**src/rtl/psram_qpi_model_edge_sync.sv**
```systemverilog
// Brings sck, ce_n and dio_in into the system clock domain and turns the
// synchronised sck/ce_n levels into single-cycle event pulses.
module psram_edge_sync #(
    parameter int SYNC_STAGES = 2
) (
    input  logic       clock,
    input  logic       reset,
    input  logic       sck,
    input  logic       ce_n,
    input  logic [3:0] dio_in,
    output logic       sck_rise,
    output logic       sck_fall,
    output logic       cs_start,
    output logic       cs_end,
    output logic [3:0] dio_sync
);

    logic [SYNC_STAGES-1:0] sck_sync_reg;
    logic [SYNC_STAGES-1:0] ce_sync_reg;
    logic                   sck_prev_reg;
    logic                   ce_prev_reg;
    logic                   sck_s;
    logic                   ce_s;

    // ce_n resets to "low" so a transfer interrupted by reset is only picked up
    // again after ce_n has been seen high and then low.
    always_ff @(posedge clock) begin
        if (reset) begin
            sck_sync_reg <= '0;
            ce_sync_reg  <= '0;
            sck_prev_reg <= 1'b0;
            ce_prev_reg  <= 1'b0;
        end else begin
            sck_sync_reg <= {sck_sync_reg[SYNC_STAGES-2:0], sck};
            ce_sync_reg  <= {ce_sync_reg[SYNC_STAGES-2:0], ce_n};
            sck_prev_reg <= sck_sync_reg[SYNC_STAGES-1];
            ce_prev_reg  <= ce_sync_reg[SYNC_STAGES-1];
        end
    end

    // Data lines go through the same depth so they stay aligned with sck_rise.
    generate
        for (genvar gi = 0; gi < 4; gi++) begin : g_dio
            logic [SYNC_STAGES-1:0] line_reg;

            // Per-line synchroniser chain.
            always_ff @(posedge clock) begin
                if (reset) begin
                    line_reg <= '0;
                end else begin
                    line_reg <= {line_reg[SYNC_STAGES-2:0], dio_in[gi]};
                end
            end

            assign dio_sync[gi] = line_reg[SYNC_STAGES-1];
        end
    endgenerate

    assign sck_s    = sck_sync_reg[SYNC_STAGES-1];
    assign ce_s     = ce_sync_reg[SYNC_STAGES-1];
    assign cs_start =  ce_prev_reg & ~ce_s;
    assign cs_end   = ~ce_prev_reg &  ce_s;
    // Clock edges only count while the chip is selected.
    assign sck_rise =  sck_s & ~sck_prev_reg & ~ce_s;
    assign sck_fall = ~sck_s &  sck_prev_reg & ~ce_s;

endmodule

```
**config.mk**
```make
export PLATFORM = sky130hd
export DESIGN_NAME = psram_edge_sync
export DESIGN_NICKNAME = d
export VERILOG_FILES = /design/src/rtl/psram_qpi_model_edge_sync.sv
export SDC_FILE = /design/constraint.sdc
export NUM_CORES = 1
export LEC_CHECK = 0
export BUFFER_PORTS_ARGS = -buffer_cell sky130_fd_sc_hd__buf_4
export CAP_MARGIN = 25
export CORE_AREA = 3 3 40 42
export CTS_CLUSTER_DIAMETER = 150
export DETAILED_ROUTE_END_ITERATION = 10
export DIE_AREA = 0 0 43 45
export GPL_TIMING_DRIVEN = 0
export PLACE_DENSITY = 0.67
export SETUP_SLACK_MARGIN = 0.05
export SYNTH_ARGS = -nofsm -noshare
export SYNTH_HDL_FRONTEND = slang
export SYNTH_SLANG_ARGS = --single-unit
```
**constraint.sdc**
```tcl
create_clock -name clock -period 0.9 [get_ports clock]
set_clock_uncertainty 0.2 [all_clocks]
set_input_delay 0.18 -clock clock [delete_from_list [all_inputs] [get_ports clock]]
set_output_delay 0.18 -clock clock [all_outputs]
set_load 0.005 [all_outputs]
```
==> summary.txt <==
Status
  • Status: finished with violations
  • Failing checks: negative hold slack, negative setup slack

Worst setup path
  • Worst path cell trace: nor3b_2 -> buf_4
  • Worst setup EP type: primary output
  • Worst setup SP type: flip-flop
  • CP top delay family: flip-flops
  • Crit Path Class: reg -> out
  • Max stage delay on crit path: 0.34 ns
  • Critical Path RT: 0.52 ns
  • CP max FO: 5
  • Slowest CP cell: dfxtp_2
  • Arrival @ worst endpoint: 0.89 ns
  • Crit path buffers/inverters: 1

Final layout
  • # nets final: 61
  • Final Util: 0.487
  • Sequential cell area: 289 µm²
  • Final Non-Filler Cells: 66
  • Number of diodes: 0
  • Filler instances: 120
  • Area taken by multi-input logic gates: 156 µm²
  • Share of layout cells above drive strength 1: 0.765
  • P&R area growth vs syn: 34.4%
  • Post-route cell area: 626 µm²
  • Largest register FFs: 8

Timing
  • Worst setup margin: -0.367 ns
  • Period minus WS final: 1.27 ns
  • Unrepaired setup endpoints after global routing: true
  • Relative slew slack: 0.918
  • Fmax: 789 MHz
  • Slew at the pin closest to its max-slew limit: 0.122 ns
  • Final hold vios: 7
  • Hold_ws: -0.113 ns
  • Final Setup Violations: 8
  • Final Max Tran Viols: 0
  • Final setup TNS: -2.06 ns
  • Part of the cycle the worst path needs: 1.41

Detailed routing
  • Initial DRC Count: 1
  • Final WL: 537 µm
  • DRC Markers: 0
  • Drt pass-1 iters: 2
  • Routed length per instance: 8.14 µm
  • Number of vias per cell: 3.82
  • ANT nets after route: 0
  • DR vias: 252

Clock tree
  • CTS buffer count: 3
  • Worst-Skew Late Latency: 0.26 ns
  • # Post-CTS Setup Buffers: 0
  • Clock root buffer: clkbuf_4
  • Clock sinks: 14
  • CTS tree: done
  • CTS HTree Levels: 1
  • Clock transition at the registers of the reported paths: 0.07 ns
  • Deepest clock path buffer count: 2

Synth
  • Post-Synthesis Cells: 37
  • Number of synthesis warnings: 0
  • Seq/Total Area, Yosys: 0.602
  • Post-synthesis register bit count: 14
  • Synth cell types: 7
  • Cell Area, Synth: 465 µm²
  • Post-Syn Nets: 45
  • Syn Area/Cell: 12.6 µm²

Floorplanning
  • Chip Height: 45 µm
  • Die ar.: 1940 µm²
  • Core area: 1280 µm²
  • # rows: 13
  • Starting Density: 0.362
  • Top-Level Pins: 16
  • Width of the die: 43 µm

Place
  • Routability cong.: 0.598
  • I/O Buffers: 15
  • Dpl cells: 67
  • Cell Area, Placed: 612 µm²
  • Pre-CTS setup slack: -0.0838 ns

Power
  • Clk network pwr share: 0.299
  • Pwr Density: 1710 nW/µm²
  • Cell internal pwr: 0.870 mW
  • P_leak: 0.286 nW
  • Switch share: 0.189
  • Power Total: 1.07 mW
  • Switch Pwr: 0.203 mW
  • Sequential power share: 0.614
  • Max VDD drop: 0.000828 V
  • Logic pwr share: 0.087

Global route
  • Initial antenna violation count: 0
  • GRT overflow: 0
  • Aggregate global-route resource usage: 0.0697
  • Largest net degree at the start of global routing: 11
  • First-pass GRT wire length: 917 µm
  • Vias in the first global route: 250

Hold path
  • Worst Hold Class: in -> reg

Flow run
  • Number of max-cap violations: 0
[path summary, 6_finish.rpt]
path	start	endpoint	slack, ns	depth (start not counted)
worst min register to register	g_dio[1].line_reg[0]	g_dio[1].line_reg[1]	0.24	1
worst max-delay path	ce_sync_reg[1]	sck_fall	-0.37	2
worst min-delay path	reset	g_dio[3].line_reg[1]	-0.11	2
worst max register to register	ce_sync_reg[1]	ce_prev_reg	0.10	1
[cell type report]
cell class | count | area share
Timing Repair Buffer | 15 | 0.204
Multi-Input combinational cell | 18 | 0.250
Clock buffer | 3 | 0.0360
Tap cell | 15 | 0.0300
Sequential cell | 14 | 0.462
Buffer | 1 | 0.0180
[power by group through the flow]
stage | Sequential, mW | Clock (mW) | Combinational (mW)
6_report | 0.659 | 0.321 | 0.0928
5_1_grt | 0.663 | 0.355 | 0.101
4_1_cts | 0.659 | 0.339 | 0.0945
3_5_place_dp | 0.671 | 0 | 0.0996
3_3_place_gp | 0.670 | 0 | 0.0994
2_1_floorplan | 0.669 | 0 | 0.0538
[cells in the mapped netlist (all sizes together)]
| cell type | n | area (µm²) |
|---|---|---|
| nor2b | 13 | 106 |
| dfxtp | 14 | 280 |
| buf | 5 | 41.3 |
| nor3b | 2 | 15.0 |
| and2b | 3 | 22.5 |
[what timing repair did]
item                                   in CTS  in global routing
setup endpoints to repair                   8                  8
gates cloned                                0                  0
endpoints found under the hold margin       7                  7
gates resized for setup                     7                  2
[cells by family (layout without fill, tap and decap cells)]
logic type	count (synthesis)	count (layout)	synth area share
and+or+nand+nor	18	18	0.309
DFF	14	14	0.602
buffers and inverters	5	19	0.0887
[layer usage]
metal | vias up | wire, µm | share of wire | GRT usage
li1 | 136 | - | - | -
met1 | 103 | 224 | 0.42 | 0.0667
met4 | 0 | 11 | 0.020 | 0.0904
met2 | 11 | 243 | 0.45 | 0.105
met5 | - | 0 | 0 | 0
met3 | 2 | 57 | 0.11 | 0.0239
[layout by cell type, fill, tap and decap left out]
cell type / netlist / final
buf_4: 4 / 11
nor2b_2: 10 / 11
dfxtp_1: 14 / 7
clkbuf_4: 0 / 3
buf_6: 1 / 5
and2b_1: 3 / 3
nor2b_1: 3 / 2
nor3b_2: 0 / 2
dfxtp_2: 0 / 7
Note: power is estimated with default switching activity, not from simulation.
